==> src/rtl/bcd_digit_formatter_if.sv <==
// Value/decimal-point request channel into the BCD digit formatter.
// The master presents a value; the slave (formatter) signals readiness.
interface bcd_digit_formatter_if #(
  parameter int IN_W = 14
);
  logic            in_valid;
  logic            in_ready;
  logic [IN_W-1:0] in_value;
  logic [3:0]      in_dp;

  modport master (output in_valid, output in_value, output in_dp, input in_ready);
  modport slave  (input in_valid, input in_value, input in_dp, output in_ready);
endinterface

==> src/rtl/bcd_digit_formatter.sv <==
// Sequential double-dabble binary-to-BCD converter for a four-digit display.
// Digits, dp mask and ovf update together in a single LOAD cycle.
module bcd_digit_formatter #(
  parameter int IN_W    = 14,
  parameter int MAX_VAL = 9999
) (
  input  logic                 clk,
  input  logic                 rst_n,
  bcd_digit_formatter_if.slave bus,
  output logic [3:0]           num3,
  output logic [3:0]           num2,
  output logic [3:0]           num1,
  output logic [3:0]           num0,
  output logic [3:0]           dpSelector,
  output logic                 ovf,
  output logic                 out_valid
);

  localparam int CW = $clog2(IN_W + 1);
  localparam logic [IN_W-1:0] MAX_V = IN_W'(MAX_VAL);

  typedef enum logic [1:0] {IDLE, SHIFT, LOAD} state_t;

  state_t          state;
  logic [IN_W-1:0] bin;
  logic [15:0]     bcd;
  logic [15:0]     corr;
  logic [CW-1:0]   cnt;
  logic [3:0]      dp_cap;
  logic            ovf_pend;

  assign bus.in_ready = (state == IDLE);

  // Add-3 correction on every nibble in parallel, no inter-nibble carry.
  always_comb begin
    corr = bcd;
    for (int unsigned i = 0; i < 4; i++) begin
      if (bcd[4*i +: 4] >= 4'd5)
        corr[4*i +: 4] = bcd[4*i +: 4] + 4'd3;
    end
  end

  always_ff @(posedge clk) begin
    if (!rst_n) begin
      state      <= IDLE;
      bin        <= '0;
      bcd        <= '0;
      cnt        <= '0;
      dp_cap     <= '0;
      ovf_pend   <= 1'b0;
      num3       <= '0;
      num2       <= '0;
      num1       <= '0;
      num0       <= '0;
      dpSelector <= '0;
      ovf        <= 1'b0;
      out_valid  <= 1'b0;
    end else begin
      out_valid <= 1'b0;
      case (state)
        IDLE: begin
          if (bus.in_valid) begin
            bin      <= bus.in_value;
            bcd      <= '0;
            dp_cap   <= bus.in_dp;
            ovf_pend <= (bus.in_value > MAX_V);
            cnt      <= CW'(IN_W);
            state    <= SHIFT;
          end
        end
        SHIFT: begin
          bcd <= {corr[14:0], bin[IN_W-1]};
          bin <= {bin[IN_W-2:0], 1'b0};
          cnt <= cnt - 1'b1;
          if (cnt == CW'(1))
            state <= LOAD;
        end
        LOAD: begin
          if (ovf_pend) begin
            num3       <= 4'hE;
            num2       <= 4'hE;
            num1       <= 4'hE;
            num0       <= 4'hE;
            dpSelector <= '0;
          end else begin
            num3       <= bcd[15:12];
            num2       <= bcd[11:8];
            num1       <= bcd[7:4];
            num0       <= bcd[3:0];
            dpSelector <= dp_cap;
          end
          ovf       <= ovf_pend;
          out_valid <= 1'b1;
          state     <= IDLE;
        end
        default: state <= IDLE;
      endcase
    end
  end

endmodule

==> src/flat_wrapper.sv <==
// flat-port wrapper written by rule: the top's interface ports become plain ports
module bcd_digit_formatter_flat 
#(
  parameter int IN_W    = 14,
  parameter int MAX_VAL = 9999
)
  (clk, rst_n, num3, num2, num1, num0, dpSelector, ovf, out_valid, bus_in_valid, bus_in_value, bus_in_dp, bus_in_ready);
  bcd_digit_formatter_if #(.IN_W(IN_W)) bus_i ();
  input  logic clk;
  input  logic rst_n;
  output logic [3:0] num3;
  output logic [3:0] num2;
  output logic [3:0] num1;
  output logic [3:0] num0;
  output logic [3:0] dpSelector;
  output logic ovf;
  output logic out_valid;
  input wire logic [$bits(bus_i.in_valid)-1:0] bus_in_valid;
  input wire logic [$bits(bus_i.in_value)-1:0] bus_in_value;
  input wire logic [$bits(bus_i.in_dp)-1:0] bus_in_dp;
  output wire logic [$bits(bus_i.in_ready)-1:0] bus_in_ready;
  assign bus_i.in_valid = bus_in_valid;
  assign bus_i.in_value = bus_in_value;
  assign bus_i.in_dp = bus_in_dp;
  assign bus_in_ready = bus_i.in_ready;
  bcd_digit_formatter #(.IN_W(IN_W), .MAX_VAL(MAX_VAL)) u_core (.clk(clk), .rst_n(rst_n), .bus(bus_i), .num3(num3), .num2(num2), .num1(num1), .num0(num0), .dpSelector(dpSelector), .ovf(ovf), .out_valid(out_valid));
endmodule
==> config.mk <==
export PLATFORM = sky130hd
export DESIGN_NAME = bcd_digit_formatter_flat
export DESIGN_NICKNAME = d
export VERILOG_FILES = /design/src/rtl/bcd_digit_formatter_if.sv /design/src/rtl/bcd_digit_formatter.sv /design/src/flat_wrapper.sv
export SDC_FILE = /design/constraint.sdc
export NUM_CORES = 1
export LEC_CHECK = 0
export BUFFER_PORTS_ARGS = -buffer_cell sky130_fd_sc_hd__buf_2
export CAP_MARGIN = 10
export CORE_MARGIN = 10
export CORE_UTILIZATION = 50
export DETAILED_ROUTE_END_ITERATION = 10
export GPL_TIMING_DRIVEN = 0
export PLACE_DENSITY = 0.71
export SLEW_MARGIN = 10
export SYNTH_ARGS = -nofsm -noshare
export SYNTH_HDL_FRONTEND = slang
export SYNTH_SLANG_ARGS = --single-unit
==> constraint.sdc <==
create_clock -name clk -period 1.7 [get_ports clk]
set_clock_uncertainty 0.15 [all_clocks]
set_input_delay 0.085 -clock clk [delete_from_list [all_inputs] [get_ports clk]]
set_output_delay 0.085 -clock clk [all_outputs]
set_load 0.1 [all_outputs]
# Word level (Yosys, flattened, before mapping)
# Cells that the tools add are included.
[totals] input_bits=21 wordCells=52 register_bits=63
[classes] n_lt_le_gt_ge=5 reduce_logical=5 addsub=5 muxes=19 n_eq_ne=5
[op_table] cell="4-bit two-way mux" n=9
[op_table] cell="16-bit case mux with 2 select lines" n=1
[op_table] cell="14-bit case mux with 2 select lines" n=1
[op_table] cell="4-bit by 3-bit >= comparator with 1-bit output, second input constant" n=4
[op_table] cell="16-bit two-way mux" n=1
[op_table] cell="14-bit > comparator, second input constant" n=1
[op_table] cell="14-bit two-way mux" n=1
[op_table] cell="4-bit by 2-bit adder with 4-bit output, second input constant" n=3
[op_table] cell="4-bit case mux with 2 select lines" n=1
[op_table] cell="2-bit AND reduction" n=3
[op_table] cell="4-bit by 1-bit == test with 1-bit output, second input constant" n=1
[op_table] cell="2-bit two-way mux" n=2
[op_table] cell="2-bit case mux with 2 select lines" n=1
[op_table] cell="4-bit by 1-bit subtractor with 4-bit output, second input constant" n=1
[op_table] cell="3-bit by 2-bit adder with 3-bit output, second input constant" n=1
[op_table] cell="3-bit two-way mux" n=1
[op_table] cell="2-bit by 1-bit == test with 1-bit output, second input constant" n=1
[op_table] cell="2-bit == test, second input constant" n=1
[op_table] cell="2-bit zero test" n=1
[op_table] cell="2-bit by 1-bit != test with 1-bit output, second input constant" n=1
[op_table] cell="2-bit != test, second input constant" n=1
[op_table] cell="2-bit nonzero test" n=1
[op_table] cell="1-bit two-way mux" n=1

# Logic depth before layout (Yosys ltp)
[logic_depth] ltp_word=3 mapped_depth=6 ltp_nobuf=6

# Least setup slack after synthesis
# No wires, ideal clock.
[synth_timing] path_type="reg2reg" startpoint="register u_core.state[0]" endpoint="register u_core.cnt[3]" period_less_slack_ns=1.719 t_arrival_ns=1.509 path_buffers=2 path_slack_ns=-0.019 stages_incl_launch_ff=7 t_required_ns=1.490 cell_sequence="dfxtp_1 > buf_6 > nor2_4 > and2_4 > buf_6 > a211o_1 > and3_1"
[synth_via] elab_chain_len=3 elab_cells_between_ends=6 cone_classes="eq/ne (2); mux (1); reduce/logical (3)"
[synth_rtl] item="start, declared" line="bcd_digit_formatter.sv:24" rtl="state_t state;"
[synth_rtl] item="start signal, assigned" line="bcd_digit_formatter.sv:45" rtl="state <= IDLE;"
[synth_rtl] item="start signal, assigned" line="bcd_digit_formatter.sv:68" rtl="state <= SHIFT;"
[synth_rtl] item="start signal, assigned" line="bcd_digit_formatter.sv:76" rtl="state <= LOAD;"
[synth_rtl] item="2-bit zero test *"
[synth_rtl] item="via bus_in_ready" line="flat_wrapper.sv:21" rtl="output wire logic [$bits(bus_i.in_ready)-1:0] bus_in_ready;"
[synth_rtl] item="2-bit != test (no source line) / 2-bit nonzero test (equally long branches)"
[synth_rtl] item="2-bit AND reduction (no source line)"
[synth_rtl] item="end signal, assigned" line="bcd_digit_formatter.sv:67" rtl="cnt <= CW'(IN_W);"
[synth_rtl] item="end signal, assigned" line="bcd_digit_formatter.sv:74" rtl="cnt <= cnt - 1'b1;"
[synth_rtl] item="end, declared" line="bcd_digit_formatter.sv:28" rtl="logic [CW-1:0] cnt;"
# The timed path passes the listed nets; every way through them passes the cells marked *.
# A chain may end at the register's enable or synchronous reset.

# Worst setup path in the final report
[layout_timing] startpoint="register u_core.bcd[13]" endpoint="register u_core.bcd[14]"
[layout_via] elab_chain_len=3 elab_cells_between_ends=4 cone_classes="add/sub (1); order compare (1); mux (2)"
[layout_rtl] item="start, declared" line="bcd_digit_formatter.sv:26" rtl="logic [15:0] bcd;"
[layout_rtl] item="start signal, assigned" line="bcd_digit_formatter.sv:72" rtl="bcd <= {corr[14:0], bin[IN_W-1]};"
[layout_rtl] item="4-bit by 3-bit >= comparator with 1-bit output / 3-bit by 2-bit adder with 3-bit output (equally long branches)" line="bcd_digit_formatter.sv:38, bcd_digit_formatter.sv:39"
[layout_rtl] item="3-bit two-way mux *" line="bcd_digit_formatter.sv:38" rtl="if (bcd[4*i +: 4] >= 4'd5)"
[layout_rtl] item="16-bit case mux with 2 select lines *" line="bcd_digit_formatter.sv:60" rtl="case (state)"
# Mark *: on every way between the ends. The rest lies on a longest branch, timed or not.

==> results_dict.tcl <==
set metrics [dict create \
    relSlewSlack_pct 67.8 \
    design_power_total_uw 3240 \
    setup-violations-final 0 \
    tightest_slew_ns 0.482 \
    number_of_inserted_filler_cells_in_the_final_layout 541 \
    cp-end-kind "flop" \
    timing.critical_path.fanout_max 3 \
    via_per_inst 5.28 \
    internal-power_uw 2390 \
    drv_slew 0 \
    area_of_the_multi_input_gates_mm2 0.00157 \
    netlist_top_cells_area "sky130_fd_sc_hd__dfxtp_1 42%, sky130_fd_sc_hd__nor2_1 8.5%, sky130_fd_sc_hd__a21oi_1 4.2%, sky130_fd_sc_hd__ha_1 4.2%, sky130_fd_sc_hd__nor3b_1 4.0%" \
    design.core.area_mm2 0.00589 \
    synth.top_cells.by_count "68 x sky130_fd_sc_hd__nor2_1, 63 x sky130_fd_sc_hd__dfxtp_1, 31 x sky130_fd_sc_hd__nand2_1" \
    clk_transition_reported_paths_ns 0.07 \
    routed-via-count 2702 \
    final-seq-area_mm2 0.00126 \
    ys_seq_elements 63 \
    grt_remaining_overflow 0 \
    antenna_cells 0 \
    run_status "finished, final reports clean" \
    power.share.switching_pct 26.3 \
    fmax_mhz 623 \
    top_level_ports 44 \
    drive_above_1_share_pct 19.9 \
    initialDrtViolationCount 114 \
    unrepaired_setup_endpoints_after_global_routing "false" \
    drc_errors 0 \
    hold_path.class "input pin to flop" \
    grt_max_degree 11 \
    power.share.clock_pct 37.9 \
    post_synth.cell_area_avg_um2 8.26 \
    cts_buffer_count 9 \
    place_congestion 0.905 \
    chipHeight_um 97.6 \
    floorplan.die.width_um 97.6 \
    hpwlAfterDp_um 5300 \
    synth-async-reset-ratio_pct 0 \
    firstDrtPassIters 5 \
    initial_util_pct 51.2 \
    ctsHtreeMaxLevel 3 \
    gr-usage-all-layers_pct 16.1 \
    residual_antenna_violating_net_count_after_detailed_routing 0 \
    timing.max_cap.violations 0 \
    power.leakage_uw 0.00150 \
    pre_cts_ws_ns 0.0134 \
    worst_ir_drop_vdd_uv 570 \
    fin_crit_ns 1.61 \
    detail_route.wl_per_cell_um 14.7 \
    final.setup.worst_slack_ns 0.0944 \
    sequentialPowerShare_pct 48.8 \
    initial_antenna_violation_count 0 \
    synth_ff_type "sky130_fd_sc_hd__dfxtp_1" \
    criticalPathCategory "flop to flop" \
    power_density_mw_per_mm2 882 \
    tritoncts "built" \
    power.net_switching_uw 853 \
    row_count 28 \
    yosysMostFrequentCell "sky130_fd_sc_hd__nor2_1" \
    clockBufferDepth 2 \
    synthesis.nets 396 \
    post_layout_nonfiller_instances 512 \
    synth.lib_cells_used.distinct 38 \
    drt-total-wl_um 7510 \
    portBuffers 42 \
    synth-warning-count 0 \
    placedCellCount 482 \
    fin_crit_sh_pct 94.4 \
    p_r_area_growth_vs_syn_pct 22.0 \
    fp.dieArea_mm2 0.00953 \
    synth_edf_count 0 \
    synth.cell_area_mm2 0.00301 \
    synth.yosys.seq_area_share_pct 41.8 \
    finish.net_count 465 \
    numClockSinks 63 \
    timing.critical_path.from_type "flop" \
    required_ns 1.81 \
    hold_viol 0 \
    share_comb_of_total_power_pct 13.4 \
    synth_top_area_share_pct 41.8 \
    critical_path_arrival_ns 1.72 \
    grt_pass1_wl_um 12700 \
    cts.root.buffer_cell "sky130_fd_sc_hd__clkbuf_8" \
    synth_area_leader_cell "sky130_fd_sc_hd__dfxtp_1" \
    post-cts-setup-buffers 0 \
    cell_count_after_synthesis 365 \
    vias_in_the_first_global_route 2703 \
    clk_latency_ns 0.33 \
]
sequential cells by signal (all words and copies together) (netlist names), 4 cells and up:
| register | cells |
|---|---|
| u_core.num2 | 4 |
| u_core.num0 | 4 |
| u_core.bin | 14 |
| u_core.bcd | 16 |
| u_core.num1 | 4 |
| u_core.dpSelector | 4 |
| u_core.cnt | 4 |
| u_core.num3 | 4 |
| u_core.dp_cap | 4 |
cell families after synthesis:
family                     synth area share [%]
buffers and inverters                      6.64
and+or+nand+nor                            27.4
muxes                                     0.374
DFF                                        41.8
adders and majority gates                  4.15
AOI/OAI and AO/OA                          17.6
xor gates and xnor gates                   2.03
power by group through the flow:
| stage | registers [uW] | logic [uW] | clock network, uW |
|---|---|---|---|
| CTS | 1580 | 434 | 1240 |
| global route | 1590 | 484 | 1310 |
| detailed placement | 1610 | 404 | 0 |
| global placement | 1610 | 395 | 0 |
| finish | 1580 | 434 | 1230 |
| floorplan | 1630 | 281 | 0 |
final timing paths:
check / startpoint / to / slack (ns) / cells after the start
worst max register to register: u_core.bcd[13] / u_core.bcd[14] / 0.09 / 6
worst max-delay path: u_core.bcd[13] / u_core.bcd[14] / 0.09 / 6
worst min register to register: u_core.num2[0] / u_core.num2[0] / 0.30 / 2
worst min-delay path: bus_in_value[4] / u_core.bin[4] / 0.01 / 5
final cells by class:
| class | instances | area share [%] |
|---|---|---|
| Multi-Input combinational cell | 265 | 42.6 |
| Sequential cell | 63 | 34.3 |
| Timing Repair Buffer | 58 | 10.1 |
| Clock buffer | 14 | 4.97 |
| Buffer | 26 | 4.32 |
| Tap cell | 75 | 2.55 |
| Inverter | 11 | 1.12 |
metal layers:
layer	track usage [%]	part of all wire [%]	vias up
li1	-	-	1382
met1	18.9	46	1254
met2	26.3	48	58
met3	5.05	4.5	8
met4	6.60	1.6	0
met5	0	0	-
critical path, stage by stage (launching register included):
cell and delay (ns):
sky130_fd_sc_hd__dfxtp_1 0.35, sky130_fd_sc_hd__inv_1 0.08, sky130_fd_sc_hd__ha_1 0.18, sky130_fd_sc_hd__nand2b_1 0.15
sky130_fd_sc_hd__a21oi_2 0.16, sky130_fd_sc_hd__mux2_2 0.34, sky130_fd_sc_hd__o21ai_0 0.13
placed cells by master (no fill, tap or decap), types with 10 or more instances in the layout:
cell type                       count
sky130_fd_sc_hd__a21boi_0          12
sky130_fd_sc_hd__a21oi_1           21
sky130_fd_sc_hd__buf_2             55
sky130_fd_sc_hd__clkbuf_8          13
sky130_fd_sc_hd__dfxtp_1           63
sky130_fd_sc_hd__dlygate4sd3_1     16
sky130_fd_sc_hd__ha_1              10
sky130_fd_sc_hd__inv_1             11
sky130_fd_sc_hd__nand2_1           31
sky130_fd_sc_hd__nand3_1           10
sky130_fd_sc_hd__nor2_1            68
sky130_fd_sc_hd__nor3_1            17
sky130_fd_sc_hd__nor3b_1           16
sky130_fd_sc_hd__o21ai_0           14
sky130_fd_sc_hd__o221ai_1          13
metrics by stage:
step | hold WS [ns] | TNS, ns | util (%) | instance area, um2
detailed placement | 0.197 | 0 | 56.4 | 3320
finish | 0.0104 | 0 | 62.5 | 3680
floorplan | 0.0710 | -0.0119 | - | 3010
CTS | 0.00350 | 0 | 62.2 | 3660
global route | 0.0245 | 0 | 62.5 | 3680
global placement | 0.187 | 0 | 56.4 | 3320
repair_timing:
action | in CTS | in global routing
gates resized for setup | 0 | 4
hold endpoints to repair | 17 | 0
setup endpoints to repair | 0 | 6
hold buffers | 16 | 0
Note: power is estimated with default switching activity, not from simulation.
